==> src/rtl/zx_vram_arbiter.sv <==
// zx_vram_arbiter
// Shares the single-port ZX screen RAM (offsets 0x0000-0x1AFF) between
// Z80 bus-snoop writes and the VGA fetch port. Z80 writes to 0x4000-0x5AFF
// are synchronised, queued in a small FIFO and issued in RAM cycles that
// video does not claim.
//
// Optional build macro: ZX_VRAM_STARVE_GUARD_EN
//   When defined, a pending write that has been denied for STARVE_LIMIT
//   cycles takes the next RAM slot even if video is requesting.
//   When undefined, video always wins.
//
// RAM read model: ram_rdata is valid in the cycle the RAM sees ram_addr.
// Because ram_addr is itself registered, that gives the 1-cycle read.

module zx_vram_arbiter #(
    parameter int FIFO_DEPTH   = 4,
    parameter int STARVE_LIMIT = 64
) (
    input  logic                         CLK,
    input  logic                         RESET,
    input  logic [15:0]                  A,
    input  logic [7:0]                   D,
    input  logic                         WR,
    input  logic                         MREQ,
    input  logic                         vid_req,
    input  logic [12:0]                  vid_addr,
    output logic                         vid_gnt,
    output logic                         vid_valid,
    output logic [7:0]                   vid_data,
    output logic [12:0]                  ram_addr,
    output logic                         ram_we,
    output logic [7:0]                   ram_wdata,
    input  logic [7:0]                   ram_rdata,
    output logic [$clog2(FIFO_DEPTH):0]  fifo_level,
    output logic                         overflow
);

    localparam int AW = $clog2(FIFO_DEPTH);
    localparam int LW = AW + 1;
    localparam int EW = 21;

    // State table
    //   state  | meaning
    //   IDLE   | write queue empty
    //   BUSY   | at least one queued write awaiting a RAM slot
    localparam logic [0:0] S_IDLE = 1'b0;
    localparam logic [0:0] S_BUSY = 1'b1;

    if (FIFO_DEPTH < 2 || (FIFO_DEPTH & (FIFO_DEPTH - 1)) != 0) begin : g_bad_depth
        $error("FIFO_DEPTH must be a power of 2 and at least 2");
    end
    if (STARVE_LIMIT < 1) begin : g_bad_limit
        $error("STARVE_LIMIT must be at least 1");
    end

    logic [15:0]   a_m, a_s;
    logic [7:0]    d_m, d_s;
    logic          wr_m, wr_s, wr_d;
    logic          mreq_m, mreq_s;

    logic          wr_fall;
    logic          in_range;
    logic          push;
    logic          push_ok;
    logic          pop;
    logic          full;
    logic          pending;
    logic          force_wr;

    logic [EW-1:0] fifo_mem [FIFO_DEPTH];
    logic [EW-1:0] head;
    logic [AW-1:0] wr_ptr, rd_ptr;
    logic [LW-1:0] count, count_nxt;
    logic [0:0]    state, state_nxt;

    logic          rd_pend;

    // Two-flop synchronisers, identical depth for every bus signal so they
    // stay cycle-aligned; wr_d is the one-cycle history for edge detection.
    always_ff @(posedge CLK) begin
        if (RESET) begin
            a_m    <= '0;
            a_s    <= '0;
            d_m    <= '0;
            d_s    <= '0;
            wr_m   <= 1'b1;
            wr_s   <= 1'b1;
            wr_d   <= 1'b1;
            mreq_m <= 1'b1;
            mreq_s <= 1'b1;
        end else begin
            a_m    <= A;
            a_s    <= a_m;
            d_m    <= D;
            d_s    <= d_m;
            wr_m   <= WR;
            wr_s   <= wr_m;
            wr_d   <= wr_s;
            mreq_m <= MREQ;
            mreq_s <= mreq_m;
        end
    end

    // Screen window 0x4000-0x5AFF: bits 15:13 are 3'b010 throughout, so the
    // RAM offset is simply the low 13 address bits.
    always_comb begin
        wr_fall  = wr_d & ~wr_s & ~mreq_s;
        in_range = (a_s >= 16'h4000) && (a_s <= 16'h5AFF);
        push     = wr_fall & in_range;
    end

    assign pending = (state == S_BUSY);
    assign full    = (count == LW'(FIFO_DEPTH));
    assign head    = fifo_mem[rd_ptr];

`ifdef ZX_VRAM_STARVE_GUARD_EN
    localparam int SW = $clog2(STARVE_LIMIT + 1);
    logic [SW-1:0] starve_cnt;

    assign force_wr = pending && (starve_cnt == SW'(STARVE_LIMIT));

    // Counts cycles a queued write has waited; any issued write restarts it.
    always_ff @(posedge CLK) begin
        if (RESET) begin
            starve_cnt <= '0;
        end else if (pop || !pending) begin
            starve_cnt <= '0;
        end else begin
            starve_cnt <= starve_cnt + 1'b1;
        end
    end
`else
    assign force_wr = 1'b0;
`endif

    // Priority: forced write, then video, then queued write.
    always_comb begin
        vid_gnt = vid_req & ~force_wr;
        pop     = pending & (force_wr | ~vid_req);
        push_ok = push & (~full | pop);
    end

    always_comb begin
        count_nxt = count;
        unique case ({push_ok, pop})
            2'b10:   count_nxt = count + LW'(1);
            2'b01:   count_nxt = count - LW'(1);
            default: count_nxt = count;
        endcase
        state_nxt = (count_nxt != '0) ? S_BUSY : S_IDLE;
    end

    // Queue storage; contents are don't-care while the pointers say empty.
    always_ff @(posedge CLK) begin
        if (push_ok) begin
            fifo_mem[wr_ptr] <= {a_s[12:0], d_s};
        end
    end

    // Queue pointers, occupancy, state and the sticky drop flag.
    always_ff @(posedge CLK) begin
        if (RESET) begin
            wr_ptr   <= '0;
            rd_ptr   <= '0;
            count    <= '0;
            state    <= S_IDLE;
            overflow <= 1'b0;
        end else begin
            if (push_ok) begin
                wr_ptr <= wr_ptr + 1'b1;
            end
            if (pop) begin
                rd_ptr <= rd_ptr + 1'b1;
            end
            count <= count_nxt;
            state <= state_nxt;
            if (push && !push_ok) begin
                overflow <= 1'b1;
            end
        end
    end

    assign fifo_level = count;

    // RAM port: one access per cycle, address held when the slot is unused.
    always_ff @(posedge CLK) begin
        if (RESET) begin
            ram_addr  <= '0;
            ram_we    <= 1'b0;
            ram_wdata <= '0;
        end else if (pop) begin
            ram_addr  <= head[EW-1:8];
            ram_wdata <= head[7:0];
            ram_we    <= 1'b1;
        end else if (vid_gnt) begin
            ram_addr  <= vid_addr;
            ram_we    <= 1'b0;
        end else begin
            ram_we    <= 1'b0;
        end
    end

    // Read return: grant in n, address in n+1, registered byte in n+2.
    always_ff @(posedge CLK) begin
        if (RESET) begin
            rd_pend   <= 1'b0;
            vid_valid <= 1'b0;
            vid_data  <= '0;
        end else begin
            rd_pend   <= vid_gnt;
            vid_valid <= rd_pend;
            if (rd_pend) begin
                vid_data <= ram_rdata;
            end
        end
    end

endmodule

==> config.mk <==
export PLATFORM = sky130hd
export DESIGN_NAME = zx_vram_arbiter
export DESIGN_NICKNAME = d
export VERILOG_FILES = /design/src/rtl/zx_vram_arbiter.sv
export SDC_FILE = /design/constraint.sdc
export NUM_CORES = 1
export LEC_CHECK = 0
export ABC_AREA = 1
export BUFFER_PORTS_ARGS = -buffer_cell sky130_fd_sc_hd__clkbuf_2
export CAP_MARGIN = 40
export CORE_MARGIN = 3
export CORE_UTILIZATION = 55
export CTS_CLUSTER_DIAMETER = 200
export DETAILED_ROUTE_END_ITERATION = 12
export GPL_ROUTABILITY_DRIVEN = 0
export PLACE_DENSITY = 0.77
export SETUP_SLACK_MARGIN = 0.05
export SYNTH_ARGS = -nofsm -noshare
export SYNTH_HDL_FRONTEND = slang
export SYNTH_SLANG_ARGS = --single-unit
==> constraint.sdc <==
create_clock -name CLK -period 3.9 [get_ports CLK]
set_clock_uncertainty 0.15 [all_clocks]
set_input_delay 0.585 -clock CLK [delete_from_list [all_inputs] [get_ports CLK]]
set_output_delay 0.585 -clock CLK [all_outputs]
set_load 0.005 [all_outputs]
# ---- Yosys cells after proc, flatten, opt, wreduce, memory -nomap -nowiden
# Memories as Yosys holds them, arrays and structs flattened. A register that Yosys moved wholly into a read port is not among the register bits.
# Cells that the tools add are included.
dict set report word_totals {
  ramBits 84
  register_bits 94
  word_cells 54
  memories 1
  out_inout_bits 36
  input_bits 50
}
# name depth word_bits read_ports rd_clocked_by_memory_dff wr line_no
set memory_table {}
lappend memory_table {fifo_mem 4 21 1 1 1 70} ;# logic [EW-1:0] fifo_mem [FIFO_DEPTH];
dict set report op_classes {
  n_addsub 4
  magnitude_cmp 2
  n_mux 9
  n_reduce_logical 5
  bitwise_logic 10
  eq_ne 3
}
# cell n
set op_table {}
lappend op_table {{$mux 13} 2}
lappend op_table {{$ge 16x15->1 const B} 1}
lappend op_table {{$le 16x15->1 const B} 1}
lappend op_table {{$pmux 3 s2} 1}
lappend op_table {{$and 1x1->1} 5}
lappend op_table {{$add 2x1->2 const B} 2}
lappend op_table {{$mux 1} 4}
lappend op_table {{$mux 2} 2}
lappend op_table {{$not 1->1} 4}
lappend op_table {{$add 3x1->3 const B} 1}
lappend op_table {{$eq 3x3->1 const B} 1}
lappend op_table {{$reduce_bool 3->1} 1}
lappend op_table {{$sub 3x1->3 const B} 1}
lappend op_table {{$eq 2x1->1 const B} 1}
lappend op_table {{$eq 2x2->1 const B} 1}
lappend op_table {{$logic_and 1x1->1} 2}
lappend op_table {{$reduce_bool 2->1} 1}
lappend op_table {{$logic_not 1->1} 1}
lappend op_table {{$or 1x1->1} 1}

# ---- Longest topological paths before layout
dict set report logic_depth {
  word_depth 9
  ltp_mapped 14
  depth_no_buf 14
}

# ---- Worst setup path before layout
# Ideal clock, no wire load.
dict set report synth_path {
  kind {input -> register}
  start {in vid_req}
  end {mem fifo_mem[0][0], enable pin}
  path_buffers 0
  path_slack_ns 1.507
  setup_ns 0.399
  stages 5
  required_ns 3.351
  t_arrival_ns 1.844
  path_cell_list {inv_2 nand2_4 nand3_4 nand3_4 nor2_1}
}
dict set report synth_via {
  elab_chain_cells 6
}
# item line_no
set synth_rtl {}
lappend synth_rtl {{start, declared} 25} ;# input logic vid_req,
lappend synth_rtl {{$not 1->1} 139} ;# pop = pending & (force_wr | ~vid_req);
lappend synth_rtl {{$and 1x1->1} 139}
lappend synth_rtl {{$or 1x1->1} 140} ;# push_ok = push & (~full | pop);
lappend synth_rtl {{$and 1x1->1} 140}
lappend synth_rtl {{$mux 1} 155} ;# if (push_ok) begin
lappend synth_rtl {{$mux 1 (implied by the code)} 156} ;# fifo_mem[wr_ptr] <= {a_s[12:0], d_s};
lappend synth_rtl {{end, declared} 70}
# No other way between the ends.

# ---- Final worst setup path
dict set report layout_path {
  start {in vid_req}
  end {mem fifo_mem[0][4], enable pin}
}
# Same word-level chain as after synthesis.

==> flow_summary_export.csv <==
group,metric,value,unit
route,antenna_left,0,
floorplanning,initial_utilization,0.577,
clock_network,cts_buffers,17,
critical_path,r2r-end,"fifo_mem[0][4]",
sta,hold_violations,0,
clock_network,cts.sinks,180,
hold_path,min_to,"wr_m",
finish,layout-drive-gt1-share,0.204,
sta,rsz0062_at_grt,"false",
sta,setup-tns-final,0,ns
critical_path,cpMostUsedCell,"nand3_4",
grt,grt_overflow_total,0,
critical_path,critPathArrivalTime,2.31,ns
power_and_ir_drop,p_leak,0.00320,uW
grt,grt_max_degree,49,
sta,finalMaxSlewViolations,0,
critical_path,cp.required,3.88,ns
sta,period_share,0.598,
finish,nets,734,
placement,port_buffers,85,
power_and_ir_drop,power.density,571,nW/um2
hold_path,hold_class,"in2reg",
synthesis,syn_nets,652,
floorplanning,num_rows,38,
clock_network,cts_resized,0,
synthesis,ys_seq_area_frac,0.695,
finish,final_cell_mix,"140 x nor2_1, 96 x dfxtp_1, 85 x clkbuf_2, 84 x edfxtp_1, 72 x inv_1",
floorplanning,dieArea,13000,um2
sta,slew_headroom,0.446,
flow_run,cap_violations,0,
finish,layout_commonest_cell,"nor2_1",
grt,grt_pass1_vias,4158,
power_and_ir_drop,finalPower,4270,uW
sta,fin_crit,2.33,ns
placement,pre_cts_ws,1.08,ns
synthesis,synth_area_per_cell,10.7,um2
finish,area_growth,17.0,%
synthesis,ys.flop_type,"dfxtp_1",
clock_network,htree_num_levels,4,
placement,dpl_cell_area,6900,um2
sta,worst_slew_pin_slew,0.828,ns
clock_network,clk_latency,0.42,ns
floorplanning,die_w,114,um
clock_network,cts_root_buffer,"clkbuf_16",
finish,ff_latch_area,4440,um2
finish,fillCellCount,859,
finish,antennaDiodeCount,0,
route,drtPass1Iterations,5,
critical_path,crit_type,"in2reg",
clock_network,postCtsSetupBuffers,0,
critical_path,critical-path-max-stage-delay,0.64,ns
synthesis,synthesis.area,6390,um2
finish,final_area,7480,um2
sta,fmax,429,MHz
grt,grt_pass1_wl,19600,um
route,drt-vias-per-instance,5.13,
critical_path,cpMaxStageDelayCell,"nor2_1",
run_status,status,"complete, no violations",
synthesis,netlist_instances,597,
synthesis,synth_seq_cells,180,
floorplanning,boundaryPins,86,
grt,antenna_found_initial,0,
route,drcViolationCount,0,
route,wl_per_cell,14.4,um
critical_path,rr_startpoint,"a_s[8]",
route,vias,4271,
synthesis,synth_edf_count,84,
clock_network,clock_path_buffers,2,
grt,grt_usage,0.195,
clock_network,hold_buffers,0,
finish,multiInputGateArea,1510,um2
power_and_ir_drop,vdd_drop_max,0.000658,V
synthesis,async_flop_share,0,
placement,hpwl,7910,um
route,drtIter0Drc,339,
sta,finalSetupViolCount,0,
critical_path,reg2reg_slack,1.61,ns
synthesis,yosysUniqueCellTypes,31,
critical_path,worst-path-max-fanout,15,
floorplanning,coreArea,11100,um2
synthesis,yosysWarnings,0,
critical_path,worst_setup_path_end_kind,"flop",
critical_path,ff2ff_path_depth,6,
floorplanning,die_height,114,um
sta,setup_ws,1.57,ns
critical_path,startpoint_type,"primary input",
clock_network,cts_tree,"yes",
hold_path,whs_path_depth,2,
route,routed_wl,12000,um
critical_path,path_cells,"clkbuf_2, inv_2, nand2_4, nand3_4, nand3_4, nor2_1, buf_4",
clock_network,path_clk_slew,0.07,ns
hold_path,holdCritStartpoint,"WR",
critical_path,crit_start,"vid_req",
## stage by stage
stage | utilization | std cells | hold slack (ns)
floorplan | - | 597 | 0.238
global placement | 0.623 | 800 | 0.241
detailed placement | 0.623 | 800 | 0.242
CTS | 0.675 | 832 | 0.173
global route | 0.675 | 832 | 0.186
finish | 0.675 | 832 | 0.188
## where the power goes
part,switching [uW],internal [uW],leakage [uW]
Sequential,67.6,2060,0.00156
Clock,717,936,0.000299
Combinational,311,179,0.00133
## per-layer routing
metal	global-route usage	routed length, um
met1	0.240	4990
met2	0.326	5920
met3	0.0515	748
met4	0.0831	329
met5	0	0
## kinds of logic after synthesis
family | after synthesis | share of synthesized area
buffers and inverters | 107 | 0.0683
XOR/XNOR | 1 | 0.00137
AO/OA/AOI/OAI | 108 | 0.0947
flip-flops | 180 | 0.695
adder cells (fa/ha/maj) | 5 | 0.0110
AND/OR/NAND/NOR | 196 | 0.130
## area by class of cell
cell class | count | share of cell area
Clock inverter | 12 | 0.0135
Multi-Input combinational cell | 310 | 0.202
Timing Repair Buffer | 91 | 0.0629
Sequential cell | 180 | 0.594
Tap cell | 140 | 0.0234
Clock buffer | 20 | 0.0641
Inverter | 79 | 0.0396
## cell usage after synthesis, types with 2 or more instances
master | n | area, um2
inv_2 | 5 | 18.8
nor2_1 | 140 | 526
o22ai_1 | 21 | 131
buf_2 | 13 | 65.1
nor2_4 | 2 | 22.5
ha_1 | 4 | 50.1
o21ai_1 | 11 | 55.1
a21oi_1 | 12 | 60.1
edfxtp_1 | 84 | 2520
nand2_2 | 3 | 18.8
nand3_1 | 8 | 40.0
o21ai_0 | 50 | 250
o21a_1 | 2 | 15.0
nand2_1 | 31 | 116
nand3_4 | 2 | 35.0
inv_1 | 72 | 270
a22oi_1 | 9 | 67.6
nand4_1 | 2 | 12.5
a32oi_1 | 3 | 26.3
clkinv_1 | 2 | 7.51
or2_2 | 4 | 25.0
clkbuf_1 | 11 | 41.3
buf_4 | 3 | 22.5
dfxtp_1 | 96 | 1920
## worst max-delay path by stage
stage / endpoint / cells after the start
2_1_floorplan: fifo_mem[0][0] / 5
3_3_place_gp: fifo_mem[2][4] / 7
3_5_place_dp: fifo_mem[0][8] / 7
4_1_cts: fifo_mem[2][13] / 7
5_1_grt: fifo_mem[2][13] / 7
6_report: fifo_mem[0][4] / 7
## state kept, by name, indices dropped and copies added (netlist names), 2 cells and up, named ones only
register,cells
d_m,8
ram_addr,13
wr_ptr,2
fifo_mem,84
a_m,16
vid_data,8
fifo_level,3
a_s,16
d_s,8
ram_wdata,8
rd_ptr,2
## worst max-delay path: cells and delay by family
kind / cells / cell delay [ns]
buffers and inverters: 3 / 0.66
AND/OR/NAND/NOR: 4 / 1.05
Note: power is estimated with default switching activity, not from simulation.
